[src/rtl/truth_table_sweeper_if.sv]
// Signal bundle between the sweeper and its environment (requester + device under characterisation).
// slave is the sweeper's view; master is the environment's view.
interface truth_table_sweeper_if;
  logic       start;
  logic       abort;
  logic [7:0] expected_code;
  logic [2:0] stim;
  logic       dut_out;
  logic       busy;
  logic       done;
  logic [7:0] table_code;
  logic       match;
  logic [7:0] mismatch_mask;

  modport master (
    output start, abort, expected_code, dut_out,
    input  stim, busy, done, table_code, match, mismatch_mask
  );

  modport slave (
    input  start, abort, expected_code, dut_out,
    output stim, busy, done, table_code, match, mismatch_mask
  );
endinterface

[src/rtl/truth_table_sweeper.sv]
// Walks a 3-input logic block through rows 000..111, samples its output after a settle
// window, builds the 8-bit truth-table code and compares it with an expected code.
module truth_table_sweeper #(
  parameter int SETTLE_CYCLES = 4,
  parameter int CNT_W         = 8
) (
  input  logic                 clk,
  input  logic                 rst_n,
  truth_table_sweeper_if.slave bus
);

  typedef enum logic {IDLE, DRIVE} state_e;

  localparam logic [CNT_W-1:0] SETTLE_LAST = CNT_W'(SETTLE_CYCLES);

  state_e           state_q, state_d;
  logic [2:0]       idx_q, idx_d;
  logic [CNT_W-1:0] cnt_q, cnt_d;
  logic [7:0]       acc_q, acc_d;
  logic [7:0]       exp_q, exp_d;
  logic [2:0]       stim_q, stim_d;
  logic             done_q, done_d;
  logic [7:0]       code_q, code_d;
  logic             match_q, match_d;
  logic [7:0]       mask_q, mask_d;
  logic [7:0]       acc_sample;

  always_ff @(posedge clk or negedge rst_n) begin
    if (!rst_n) begin
      state_q <= IDLE;
      idx_q   <= '0;
      cnt_q   <= '0;
      acc_q   <= '0;
      exp_q   <= '0;
      stim_q  <= '0;
      done_q  <= 1'b0;
      code_q  <= '0;
      match_q <= 1'b0;
      mask_q  <= '0;
    end else begin
      state_q <= state_d;
      idx_q   <= idx_d;
      cnt_q   <= cnt_d;
      acc_q   <= acc_d;
      exp_q   <= exp_d;
      stim_q  <= stim_d;
      done_q  <= done_d;
      code_q  <= code_d;
      match_q <= match_d;
      mask_q  <= mask_d;
    end
  end

  always_comb begin
    state_d = state_q;
    idx_d   = idx_q;
    cnt_d   = cnt_q;
    acc_d   = acc_q;
    exp_d   = exp_q;
    stim_d  = stim_q;
    done_d  = 1'b0;
    code_d  = code_q;
    match_d = match_q;
    mask_d  = mask_q;

    // Row k lands in bit (7-k) so the code reads like the library module names.
    acc_sample                = acc_q;
    acc_sample[3'd7 - idx_q]  = bus.dut_out;

    case (state_q)
      IDLE: begin
        stim_d = '0;
        if (bus.start && !bus.abort) begin
          exp_d   = bus.expected_code;
          idx_d   = '0;
          cnt_d   = '0;
          acc_d   = '0;
          state_d = DRIVE;
        end
      end
      DRIVE: begin
        if (bus.abort) begin
          state_d = IDLE;
          stim_d  = '0;
        end else if (cnt_q != SETTLE_LAST) begin
          cnt_d = cnt_q + CNT_W'(1);
        end else begin
          acc_d = acc_sample;
          if (idx_q != 3'd7) begin
            idx_d  = idx_q + 3'd1;
            stim_d = idx_q + 3'd1;
            cnt_d  = '0;
          end else begin
            state_d = IDLE;
            stim_d  = '0;
            done_d  = 1'b1;
            code_d  = acc_sample;
            mask_d  = acc_sample ^ exp_q;
            match_d = (acc_sample == exp_q);
          end
        end
      end
      default: state_d = IDLE;
    endcase
  end

  assign bus.stim          = stim_q;
  assign bus.busy          = (state_q == DRIVE);
  assign bus.done          = done_q;
  assign bus.table_code    = code_q;
  assign bus.match         = match_q;
  assign bus.mismatch_mask = mask_q;

endmodule

[src/flat_wrapper.sv]
// flat-port wrapper written by rule: the top's interface ports become plain ports
module truth_table_sweeper_flat 
#(
  parameter int SETTLE_CYCLES = 4,
  parameter int CNT_W         = 8
)
  (clk, rst_n, bus_start, bus_abort, bus_expected_code, bus_dut_out, bus_stim, bus_busy, bus_done, bus_table_code, bus_match, bus_mismatch_mask);
  truth_table_sweeper_if bus_i ();
  input  logic clk;
  input  logic rst_n;
  input wire logic [$bits(bus_i.start)-1:0] bus_start;
  input wire logic [$bits(bus_i.abort)-1:0] bus_abort;
  input wire logic [$bits(bus_i.expected_code)-1:0] bus_expected_code;
  input wire logic [$bits(bus_i.dut_out)-1:0] bus_dut_out;
  output wire logic [$bits(bus_i.stim)-1:0] bus_stim;
  output wire logic [$bits(bus_i.busy)-1:0] bus_busy;
  output wire logic [$bits(bus_i.done)-1:0] bus_done;
  output wire logic [$bits(bus_i.table_code)-1:0] bus_table_code;
  output wire logic [$bits(bus_i.match)-1:0] bus_match;
  output wire logic [$bits(bus_i.mismatch_mask)-1:0] bus_mismatch_mask;
  assign bus_i.start = bus_start;
  assign bus_i.abort = bus_abort;
  assign bus_i.expected_code = bus_expected_code;
  assign bus_i.dut_out = bus_dut_out;
  assign bus_stim = bus_i.stim;
  assign bus_busy = bus_i.busy;
  assign bus_done = bus_i.done;
  assign bus_table_code = bus_i.table_code;
  assign bus_match = bus_i.match;
  assign bus_mismatch_mask = bus_i.mismatch_mask;
  truth_table_sweeper #(.SETTLE_CYCLES(SETTLE_CYCLES), .CNT_W(CNT_W)) u_core (.clk(clk), .rst_n(rst_n), .bus(bus_i));
endmodule
[config.mk]
export PLATFORM = sky130hd
export DESIGN_NAME = truth_table_sweeper_flat
export DESIGN_NICKNAME = d
export VERILOG_FILES = /design/src/rtl/truth_table_sweeper_if.sv /design/src/rtl/truth_table_sweeper.sv /design/src/flat_wrapper.sv
export SDC_FILE = /design/constraint.sdc
export NUM_CORES = 1
export LEC_CHECK = 0
export BUFFER_PORTS_ARGS = -buffer_cell sky130_fd_sc_hd__buf_2
export CAP_MARGIN = 15
export CORE_ASPECT_RATIO = 1.2
export CORE_MARGIN = 1.5
export CORE_UTILIZATION = 40
export CTS_CLUSTER_DIAMETER = 80
export CTS_CLUSTER_SIZE = 24
export DETAILED_ROUTE_END_ITERATION = 12
export GPL_ROUTABILITY_DRIVEN = 0
export SYNTH_ARGS = -nofsm -noshare
export SYNTH_HDL_FRONTEND = slang
export SYNTH_SLANG_ARGS = --single-unit
[constraint.sdc]
create_clock -name clk -period 4.13 [get_ports clk]
set_input_delay 0.413 -clock clk [delete_from_list [all_inputs] [get_ports clk]]
set_output_delay 0.413 -clock clk [all_outputs]
set_load 0.01 [all_outputs]
==> impl_results.md <==
* Die width at 72.3 um
* Outcome: finished clean
* Crit path launch type: flop
* Count of port buffers added during placement at 34
* Source-to-sink clock delay at the later pin of the worst-skew pair at 0.30 ns
* Most frequently used cell type in the post-synthesis netlist: dfrtp_1
* Post-detailed-route wirelength per cell at 13.9 um
* Number of nets in the layout at 271
* Number of hold-slack violations in the final timing report at 0
* Final Skew at 0.00838 ns
* Final Critical Period at 2.37 ns
* Worst setup EP type: flop
* CP max FO at 20
* Combinational Power Share at 0.151
* Full die area at 6230 um^2
* Count of routing violations after the opening detailed-route iteration at 58
* Synth top cells by count: dfrtp_1, nand2_1, o21ai_0
* Remaining number of nets flagged by the antenna check after routing at 0
* Starting density of the core at 0.412
* Start point of the critical path: u_core.bus.busy
* Pins over their slew limit at 0
* Post-synth EDFFs at 0
* Maximum clock frequency at 422 MHz
* Cell type with the highest aggregate area in the netlist: dfrtp_1
* Setup repair after global routing missed its margin: false
* Leakage power at 1.27 nW
* Cell count after synthesis at 219
* Vertical die dimension at 86.2 um
* Netlist cell types at 34
* Reg-to-reg critical path startpoint: u_core.bus.busy
* Clock input transition at the sequential cells of the worst setup and hold paths at 0.09 ns
* Sequential-to-total area share from yosys stat at 0.532
* Synthesized area at 2300 um^2
* Internal power of the cells at 0.713 mW
* # H-tree levels at 2
* Proportion of layout cells with a drive suffix above 1 at 0.239
* Sink Count at 49
* Power per standard cell area at 376 nW/um^2
* Placed standard-cell area at 2510 um^2
* Total power of the final layout at 0.993 mW
* TritonCTS clock tree: done
* HPWL after DPL at 3130 um
* Buffer type at the clock tree root: clkbuf_8
* Proportion of netlist area held by the largest area contributor at 0.532
* Layout overhead on the synthesized area at 14.4%
* Worst-case reg-to-reg path depth at 5
* Share of total power in sequential cells at 0.553
* Number of diodes at 0
* Cell Rows at 30
* Net switching power figure at 0.279 mW
* Initial antenna violation count at 0
* Final core utilization at 0.471
* Pin count of the biggest net entering global routing at 50
* GR Util All Layers at 0.157
* RR Endpoint: u_core.bus.table_code[3]
* Warnings from Yosys at 0
* Critical path start-end classification: flop to flop
* GRT Residual Overflow at 0
* Share of synthesized flip-flops with an asynchronous set or reset at 1.00
* DRC violation count after routing at 0
* Termination of the worst setup path: u_core.bus.table_code[3]
* Maximum vdd ir drop at 183 uV
* Final setup violating endpoints at 0
* Max-cap check violation count at 0
* #FFs+latches synth at 49
* Data required time at the worst endpoint at 4.32 ns
* Hold Crit Class: input pin to flop
* Actual transition at the worst max-transition pin at 0.790 ns
* Setup TNS at 0 ns
* Post-route clock period utilization at 0.574
* Mean instance size in the synthesized netlist at 10.5 um^2
* Vias in the first global route at 1,585
* Core Region at 5590 um^2
* Nets in the synthesized netlist at 236
* CTS Buffer Depth at 2
* Clk pwr share at 0.297
* Number of CTS-inserted buffers at 5
* WP data arrival at 2.56 ns
* Top cells by area, synth: dfrtp_1, xor2_1, mux2_2
* First-pass GRT wire length at 7540 um
* Number of iterations in the first detailed-routing pass at 4
* Summed area of non-filler cells in the final layout at 2640 um^2
* Final routed wirelength across all metal layers at 4420 um
* Number of top-level design ports at 35
* R2r setup slk at 1.76 ns
* Most frequently used flop master after synthesis: dfrtp_1
* Switching Fraction at 0.281
* Vias/cell at 5.19
* Number of vias in the routed layout at 1,655
* Relative slew slack at 0.473
==> flip-flops by register name, indices dropped and copies added (netlist names) <==
register / cells
u_core.acc_q: 8
u_core.bus.busy: 1
u_core.bus.done: 1
u_core.bus.match: 1
u_core.bus.mismatch_mask: 8
u_core.bus.stim: 3
u_core.bus.table_code: 8
u_core.cnt_q: 8
u_core.exp_q: 8
u_core.idx_q: 3
==> routing by layer <==
layer  vias to the layer above  global-route usage  wire, um
met1                       790               0.202      2050
li1                        824                   -         -
met3                         4              0.0411       187
met4                         0              0.0463        44
met5                         -                   0         0
met2                        37               0.261      2140
==> stage by stage <==
stage,std cells,hold slack (ns),worst slack (ns)
after floorplan,219,0.117,2.32
after global placement,309,0.460,1.79
after detailed placement,309,0.470,1.70
after CTS,317,0.328,1.69
after global routing,319,0.326,1.45
final,319,0.332,1.76
==> power by group through the flow <==
stage / Sequential, mW / Combinational, mW / Clock [mW]
after floorplan: 0.540 / 0.126 / 0
after global placement: 0.557 / 0.148 / 0
after detailed placement: 0.559 / 0.148 / 0
after CTS: 0.549 / 0.149 / 0.308
after global routing: 0.554 / 0.169 / 0.324
final: 0.548 / 0.149 / 0.295
==> how the worst min path moves through the flow <==
stage                                startpoint                          end  slack [ns]  cells after the start
floorplan                                 rst_n              u_core.acc_q[0]        0.12                      0
global placement    u_core.bus.mismatch_mask[4]  u_core.bus.mismatch_mask[4]        0.46                      2
detailed placement     u_core.bus.table_code[0]     u_core.bus.table_code[0]        0.47                      2
CTS                        bus_expected_code[3]              u_core.exp_q[3]        0.33                      2
global route               bus_expected_code[6]              u_core.exp_q[6]        0.33                      2
finish                     bus_expected_code[3]              u_core.exp_q[3]        0.33                      2
==> area by class of cell <==
cell class / count / area, um^2
Sequential cell: 49 / 1230
Timing Repair Buffer: 38 / 215
Clock inverter: 2 / 13.8
Clock buffer: 6 / 82.6
Multi-Input combinational cell: 145 / 962
Inverter: 15 / 56.3
Fill cell: 541 / 2960
Tap cell: 64 / 80.1
==> logic make-up (layout without fill, tap and decap cells) <==
logic type               Yosys count  after routing  share of synthesized area
adder cells (fa/ha/maj)            4              4                     0.0217
multiplexers                      18             18                     0.0831
buffers and inverters             25             61                     0.0505
AO/OA/AOI/OAI                     45             45                      0.117
flip-flops                        49             49                      0.532
XOR/XNOR                          13             13                     0.0494
AND/OR/NAND/NOR                   65             65                      0.146
==> worst max-delay path, cell delays in order (launching register included) <==
cell and delay (ns):
dfrtp_1 0.76, nor2b_1 0.40, nand4_1 0.56, buf_4 0.39, nand2_1 0.07, o21ai_0 0.07
==> what timing repair did <==
action / 4_1_cts / 5_1_grt
hold buffers: 0 / 1
hold endpoints to repair: 0 / 5
resized for setup: 0 / 0
buffers inserted: 0 / 0
==> cells in the final DEF, fill, tap and decap left out, types with 2 or more instances in the layout <==
cell	instances
nor3_1	3
inv_1	15
a21oi_1	13
buf_2	34
nand2_1	23
mux2_2	9
nand3_1	7
xor2_1	13
nor3b_1	3
buf_4	2
nand4_1	6
o21ai_0	19
dfrtp_1	49
o22ai_1	8
clkbuf_8	6
mux2i_1	9
ha_1	4
nand2b_1	2
nor2_1	9
nand3b_1	4
(Power assumes the default switching activity.)
